### config.mk
export PLATFORM = sky130hd
export DESIGN_NAME = line_echo
export DESIGN_NICKNAME = d
export VERILOG_FILES = /design/src/rtl/line_echo_pkg.sv /design/src/rtl/line_buffer.sv /design/src/rtl/line_echo.sv
export SDC_FILE = /design/constraint.sdc
export NUM_CORES = 1
export LEC_CHECK = 0
export BUFFER_PORTS_ARGS = -buffer_cell sky130_fd_sc_hd__buf_2
export CAP_MARGIN = 40
export CORE_ASPECT_RATIO = 1.75
export CORE_MARGIN = 2
export CORE_UTILIZATION = 30
export CTS_BUF_LIST = sky130_fd_sc_hd__clkbuf_8
export DETAILED_ROUTE_END_ITERATION = 16
export SLEW_MARGIN = 0
export SYNTH_ARGS = -nofsm -noshare
export SYNTH_HDL_FRONTEND = slang
export SYNTH_SLANG_ARGS = --single-unit
### constraint.sdc
create_clock -name clk -period 2.37 [get_ports clk]
set_input_delay 0.474 -clock clk [delete_from_list [all_inputs] [get_ports clk]]
set_output_delay 0.474 -clock clk [all_outputs]
set_load 0.01 [all_outputs]
### src/rtl/line_echo_pkg.sv
// line_echo_pkg: shared constants and types for the line echo stage.
//   - ASCII control characters recognised by the line editor
//   - FSM state encoding
//   - to_upper helper used on store when case conversion is enabled
package line_echo_pkg;

    localparam logic [7:0] CHAR_CR  = 8'h0D;
    localparam logic [7:0] CHAR_LF  = 8'h0A;
    localparam logic [7:0] CHAR_BS  = 8'h08;
    localparam logic [7:0] CHAR_DEL = 8'h7F;

    typedef enum logic [1:0] {
        COLLECT = 2'd0,
        FLUSH   = 2'd1,
        TERM_CR = 2'd2,
        TERM_LF = 2'd3
    } state_t;

    // Maps 'a'..'z' onto 'A'..'Z'; every other byte passes through.
    function automatic logic [7:0] to_upper(input logic [7:0] b);
        return (b >= 8'h61 && b <= 8'h7A) ? (b - 8'h20) : b;
    endfunction

endpackage

### src/rtl/line_buffer.sv
// line_buffer: DEPTH x 8 storage for one text line.
//   clk_i            clock
//   we_i/waddr_i/wdata_i  synchronous write port
//   raddr_i/rdata_o       combinational read port
// Contents are not reset; the owner tracks how many entries are valid.
module line_buffer #(
    parameter int DEPTH = 32,
    parameter int AW    = $clog2(DEPTH)
) (
    input  logic          clk_i,
    input  logic          we_i,
    input  logic [AW-1:0] waddr_i,
    input  logic [7:0]    wdata_i,
    input  logic [AW-1:0] raddr_i,
    output logic [7:0]    rdata_o
);

    logic [7:0] mem_q [DEPTH];

    always_ff @(posedge clk_i) begin
        if (we_i) begin
            mem_q[waddr_i] <= wdata_i;
        end
    end

    assign rdata_o = mem_q[raddr_i];

endmodule

### src/rtl/line_echo.sv
// line_echo: line-at-a-time echo between UART receiver and transmitter.
//   clk, reset            clock, asynchronous active-high reset
//   rx_data/rx_valid/rx_ready  byte stream from the receiver
//   tx_data/tx_valid/tx_ready  byte stream to the transmitter
//   overflow              sticky: a character was dropped from this line
//   busy                  high while a line (or its CR LF) is being replayed
// Bytes are collected with backspace editing; CR replays the line then CR LF.
module line_echo
    import line_echo_pkg::*;
#(
    parameter int LINE_DEPTH = 32,
    parameter bit UPPERCASE  = 1'b0
) (
    input  logic       clk,
    input  logic       reset,
    input  logic [7:0] rx_data,
    input  logic       rx_valid,
    output logic       rx_ready,
    output logic [7:0] tx_data,
    output logic       tx_valid,
    input  logic       tx_ready,
    output logic       overflow,
    output logic       busy
);

    localparam int AW = $clog2(LINE_DEPTH);
    localparam int CW = AW + 1;   // holds LINE_DEPTH itself without wrapping

    state_t         state_q, state_d;
    logic [CW-1:0]  count_q, count_d;
    logic [AW-1:0]  rd_ptr_q, rd_ptr_d;
    logic           ovf_q, ovf_d;

    logic           buf_we;
    logic [7:0]     buf_wdata;
    logic [7:0]     buf_rdata;
    logic           rx_fire, tx_fire;

    line_buffer #(.DEPTH(LINE_DEPTH), .AW(AW)) u_buf (
        .clk_i   (clk),
        .we_i    (buf_we),
        .waddr_i (count_q[AW-1:0]),
        .wdata_i (buf_wdata),
        .raddr_i (rd_ptr_q),
        .rdata_o (buf_rdata)
    );

    // Everything is decoded from the state register so that reset
    // drops tx_valid asynchronously.
    assign rx_ready = (state_q == COLLECT);
    assign tx_valid = (state_q != COLLECT);
    assign busy     = tx_valid;
    assign overflow = ovf_q;
    assign rx_fire  = rx_valid & rx_ready;
    assign tx_fire  = tx_valid & tx_ready;

    assign buf_wdata = UPPERCASE ? to_upper(rx_data) : rx_data;

    always_comb begin
        case (state_q)
            FLUSH:   tx_data = buf_rdata;
            TERM_CR: tx_data = CHAR_CR;
            TERM_LF: tx_data = CHAR_LF;
            default: tx_data = 8'h00;
        endcase
    end

    always_comb begin
        state_d  = state_q;
        count_d  = count_q;
        rd_ptr_d = rd_ptr_q;
        ovf_d    = ovf_q;
        buf_we   = 1'b0;
        case (state_q)
            COLLECT: begin
                if (rx_fire) begin
                    if (rx_data == CHAR_CR) begin
                        if (count_q == '0) begin
                            state_d = TERM_CR;
                        end else begin
                            rd_ptr_d = '0;
                            state_d  = FLUSH;
                        end
                    end else if (rx_data == CHAR_LF) begin
                        // dropped so CR LF terminals don't echo blank lines
                    end else if (rx_data == CHAR_BS || rx_data == CHAR_DEL) begin
                        if (count_q != '0) begin
                            count_d = count_q - CW'(1);
                        end
                    end else if (count_q < CW'(LINE_DEPTH)) begin
                        buf_we  = 1'b1;
                        count_d = count_q + CW'(1);
                    end else begin
                        ovf_d = 1'b1;
                    end
                end
            end
            FLUSH: begin
                if (tx_fire) begin
                    if ({1'b0, rd_ptr_q} == count_q - CW'(1)) begin
                        state_d = TERM_CR;
                    end else begin
                        rd_ptr_d = rd_ptr_q + AW'(1);
                    end
                end
            end
            TERM_CR: begin
                if (tx_fire) begin
                    state_d = TERM_LF;
                end
            end
            TERM_LF: begin
                if (tx_fire) begin
                    state_d  = COLLECT;
                    count_d  = '0;
                    rd_ptr_d = '0;
                    ovf_d    = 1'b0;
                end
            end
            default: state_d = COLLECT;
        endcase
    end

    always_ff @(posedge clk or posedge reset) begin
        if (reset) begin
            state_q  <= COLLECT;
            count_q  <= '0;
            rd_ptr_q <= '0;
            ovf_q    <= 1'b0;
        end else begin
            state_q  <= state_d;
            count_q  <= count_d;
            rd_ptr_q <= rd_ptr_d;
            ovf_q    <= ovf_d;
        end
    end

endmodule

# Word level (Yosys, flattened, before mapping)
# Memories as Yosys holds them, arrays and structs flattened.
# Index checks and enable logic that the tools add are counted.
# word_totals
regBits	14
n_memories	1
ram_bits	256
out_inout_bits	12
in_bits	12
# op_classes
add_sub_neg	3
muxes	39
magnitude_cmp	1
reduce_logical	11
n_eq_ne	22
n_bitwise	2
# memory_table
memory	depth	word_bits	read_ports	rd_clocked_by_memory_dff	write_ports	line_no	source
u_buf.mem_q	32	8	1	0	1	line_buffer.sv:18	logic [7:0] mem_q [DEPTH];
# op_table
op	count
$mux W6	7
$mux W5	6
$eq A8 B4 Y1 const B	3
$pmux W8 S3	1
$reduce_and A7 Y1	3
$ne A2 B2 Y1 const B	10
$pmux W5 S3	1
$mux W1	14
$mux W2	7
$pmux W6 S2	1
$eq A8 B7 Y1 const B	1
$pmux W2 S4	1
$add A6 B1 Y6 const B	1
$eq A5 B6 Y1	1
$logic_not A6 Y1	1
$lt A6 B6 Y1 const B	1
$reduce_and A6 Y1	1
$reduce_bool A6 Y1	1
$sub A6 B1 Y6 const B	1
$add A5 B1 Y5 const B	1
$eq A2 B2 Y1 const B	2
$ne A2 B1 Y1 const B	2
$reduce_bool A2 Y1	2
$ne A3 B1 Y1 const B	1
other kinds (7)	8

# Logic depth before layout (Yosys ltp)
# logic_depth
word_depth	9
mapped_depth	11

# Cells and area by module
# From an unflattened synthesis, not the netlist that was laid out.
# hier_totals
cells_unflattened	569
hier_area_um2	11285.8
# modules_own_cells
mod	cells_per_inst	area_each_um2	n_inst
line_buffer	409	9893.2	1
line_echo	160	1392.6	1

# Least setup slack after synthesis
# Ideal clock, no wire load.
# synth_timing
kind	register to output
start	reg rd_ptr_q[1]
end	out tx_data[5]
n_path_buf	3
path_slack_ps	-229
t_arrival_ps	2125
stages_incl_launch_ff	7
cell_sequence	dfrtp_1 -> buf_2 -> buf_2 -> clkbuf_1 -> mux4_2 -> mux4_2 -> a22o_1
# synth_via
elab_chain_cells	2
# synth_rtl
element	line_no	source
from (decl)	line_echo.sv:31	logic [AW-1:0] rd_ptr_q, rd_ptr_d;
from (signal assigned)	line_echo.sv:133	rd_ptr_q <= rd_ptr_d;
$mem_v2 Z32 W8	--	
$pmux W8 S3	line_echo.sv:60	case (state_q)
to (decl)	line_echo.sv:19	output logic [7:0] tx_data,
# No other way between the ends.

# Worst setup path in the final report
# layout_timing
start	reg rd_ptr_q[0]
end	out tx_data[5]
# The elaborated chain is that of the path after synthesis.

==> run summary <==
The flow ran to the end, but the final reports show violations. The checks that failed: hold timing, setup timing. The die covers 0.0393 mm^2.

The number of port buffers is 23. From left edge to right edge, the die measures approximately 150 um. The mean routed wirelength per cell is 22.6 um. The fraction of final layout cells with drive strength greater than 1 is 0.394. The area of all sequential standard cells is 0.00804 mm^2. The leakage power figure came out at 4.58 nW. The required time of the worst setup path came out at approximately 1.9 ns.

The total global routing overflow came out at 0. The share of synthesized flip-flops with an asynchronous set or reset came out at 0.0519. The number of routed nets with antenna violations is 0. The transition time of the tightest slew-check pin came out at 0.637 ns. The post-synthesis instance area came out at 0.0113 mm^2. The synthesized design contains 270 register bits. The synthesized area divided by synthesized cell count is 18.5 um^2. By startpoint and endpoint, the worst setup path is classified as flip-flop to output pin. The min-delay analysis places its worst path in the category input port to async pin.

The share of the core filled with cells in the final layout came out at 0.371. Setup repair after global routing could not meet its margin everywhere. The routed via count is 6354. The number of antenna violations at the first check in global routing came out at 1.

The most used flip-flop cell after synthesis is sky130_fd_sc_hd__edfxtp_1. The number of H-tree levels came out at 2. The multi-input combinational cells in the finished layout cover a total of 0.00316 mm^2. The number of vias per cell after detailed routing came out at 4.96. The worst setup path is launched from a flip-flop.

The number of filler cells placed in the layout is 3504. The tool flagged a number of max-cap violations equal to 0. The via count of the first global-routing pass came out at between 6000 and 7000. The net total in the final layout is roughly 790.

The setup skew after layout is 0.0168 ns. The power per standard cell area is slightly above 1000 mW/mm^2. The relative slew slack came out at 0.575. The area growth from synthesis to layout is 22.7%. The placer congestion estimate is 0.855. TritonCTS built the clock tree. Setup violations remaining at the end of the flow were counted as 8. The post-route clock period utilization came out at 1.37. The number of buffers added to fix hold violations after cts came out at 0. The count of endpoints failing hold in the final timing report came out at 2.

On the final layout, the worst hold slack is -0.000780 ns. The core area is approximately 0.037 mm^2. Entering global routing, the biggest net connects 33 pins.

The worst setup path is captured at an output pin. The maximum clock frequency is 307 MHz. The routed wire length came out at roughly 29000 um. The clock latency of the later-clocked register in the worst-skew pair came out at 0.55 ns. The final max-slew violation count came out at 0.

For this run, design rule violations remaining after detail routing come to 0. The final period demand of the worst path came out at approximately 3.3 ns. After synthesis, the netlist uses 60 different library cells. The biggest fanout along the worst timing path is 8. Yosys printed 0 warnings. The number of buffers inserted during clock tree synthesis is 38. In this run the vertical extent of the chip is ~260 um. After clock tree synthesis, the clock-pin slew on the worst setup and hold paths is 0.08 ns.

The share of the Yosys chip area taken by registers is 0.710. The gate count of the mapped netlist came out at 612. In the global route stage, overall resource usage came out at 0.151. Counting flops with a built-in enable in the synthesized netlist gives 256. The buffer levels on the longest clock path came out at 3. The critical path arrival is 2.78 ns. Row generation in the floorplan step produced 94 rows.

The post-layout worst setup margin came out at -0.883 ns. The half-perimeter wire length of the detailed placement result came out at around 21000 um. The number of nets in the synthesized netlist came out at ~630. VDD sags by at most 0.451 mV. The number of search-and-repair iterations in the first detailed-routing pass came out at 5. The initial core utilization came out at 0.302.

The wire length of the first global-routing pass came out at 42800 um. The tree built by TritonCTS fans out to 270 sinks. For this design the top-level I/O count stands at 24. CTS placed an instance of sky130_fd_sc_hd__clkbuf_8 at the clock tree root. The violation count after the first detailed-routing iteration came out at 340.
timing repair:
action / 4_1_cts / 5_1_grt
resized for setup: 19 / 15
setup buffers: 11 / 2
pin swaps: 7 / 12
cloned: 1 / 1
setup endpoints to repair: 61 / 41
path summary, 6_finish.rpt:
| check | cells past startpoint | slack (ns) | end | startpoint |
|---|---|---|---|---|
| setup reg to reg | 7 | 0.09 | state_q[0]$_DFFE_PP0P_ | rd_ptr_q[0]$_DFFE_PP0P_ |
| min in group clk | 2 | 0.17 | overflow$_DFFE_PP0P_ | tx_ready |
| max in group asynchronous | 2 | 1.90 | rd_ptr_q[0]$_DFFE_PP0P_ | reset |
| hold / removal | 2 | -0.0008 | rd_ptr_q[4]$_DFFE_PP0P_ | reset |
| setup / recovery | 6 | -0.88 | tx_data[5] | rd_ptr_q[0]$_DFFE_PP0P_ |
| hold reg to reg | 2 | 0.54 | overflow$_DFFE_PP0P_ | overflow$_DFFE_PP0P_ |
critical path, cell delays in order (launching register included):
cell	delay [ns]
sky130_fd_sc_hd__dfrtp_4	0.49
sky130_fd_sc_hd__buf_12	0.17
sky130_fd_sc_hd__buf_12	0.14
sky130_fd_sc_hd__mux4_2	0.49
sky130_fd_sc_hd__mux4_2	0.53
sky130_fd_sc_hd__a22o_1	0.25
sky130_fd_sc_hd__buf_2	0.14
metrics by stage:
stage | setup TNS [ns] | power [W] | area (um^2) | cells | setup slack [ns]
after floorplan | -0.463 | 0.00837 | 11400 | 612 | -0.0959
after global placement | -52.01 | 0.0102 | 12800 | 1191 | -0.348
after detailed placement | -51.61 | 0.0102 | 12900 | 1196 | -0.349
after CTS | -7.08 | 0.0140 | 13800 | 1278 | -0.916
after global routing | -7.30 | 0.0146 | 13900 | 1281 | -0.938
final | -6.85 | 0.0140 | 13900 | 1281 | -0.883
cells by family (layout without fill, tap and decap cells):
kind of cell / Yosys count / count (layout) / synth area share
buffers and inverters: 46 / 234 / 0.0219
other: 0 / 1 / 0
XOR/XNOR: 6 / 6 / 0.00464
adder cells (fa/ha/maj): 10 / 10 / 0.0111
multiplexers: 84 / 84 / 0.150
AO/OA/AOI/OAI: 74 / 74 / 0.0471
AND/OR/NAND/NOR: 122 / 122 / 0.0549
flip-flops: 270 / 270 / 0.710
Yosys cell counts, drive strengths merged (8+ instances only):
| master | number | area, um^2 |
|---|---|---|
| inv | 12 | 45.0 |
| ha | 10 | 125 |
| dfrtp | 14 | 350 |
| edfxtp | 256 | 7690 |
| nor2 | 51 | 191 |
| nand2 | 21 | 78.8 |
| o21ai | 12 | 60.1 |
| nand3 | 8 | 40.0 |
| mux2i | 12 | 120 |
| a21oi | 12 | 60.1 |
| clkbuf | 15 | 56.3 |
| mux4 | 68 | 1530 |
| buf | 19 | 146 |
| a211oi | 9 | 67.6 |
report_power, final:
group	internal [W]	leakage [nW]	switching (W)
Combinational	0.00235	1.72	0.00251
Sequential	0.00543	2.48	0.000175
Clock	0.00174	0.381	0.00176
cell usage in the layout, fill, tap and decap left out, drive strengths merged, types with 5 or more instances in the layout:
cell type    n
a21oi       12
o211ai       5
nand2       21
dfrtp       14
ha          10
nor2b        6
xnor2        5
mux2i       12
o21ai       12
clkbuf      39
inv         18
o221ai       5
nor2        51
buf        151
nand3b       5
nor3         5
o31ai        5
nand3        8
edfxtp     256
mux4        68
clkinv      20
a211oi       9
per-layer routing:
metal	routed length (um)	part of all wire	global-route usage
met3	892	0.031	0.0166
met1	9900	0.34	0.154
met5	0	0	0
met4	2100	0.073	0.105
met2	16100	0.55	0.282
registers in the layout, summed over array words and instances, names as in the netlist:
name / cells
count_q: 6
overflow: 1
rd_ptr_q: 5
state_q: 2
u_buf.mem_q: 256
final cells by class:
type | instances | area share
sequential | 270 | 0.580
multi-input combinational | 296 | 0.228
timing repair buffer | 152 | 0.0934
tap | 480 | 0.0433
clock buffer | 38 | 0.0377
clock inverter | 32 | 0.0145
inverter | 12 | 0.00325
antenna | 1 | 0.000180
No activity file was read; power rests on OpenSTA's default activity.
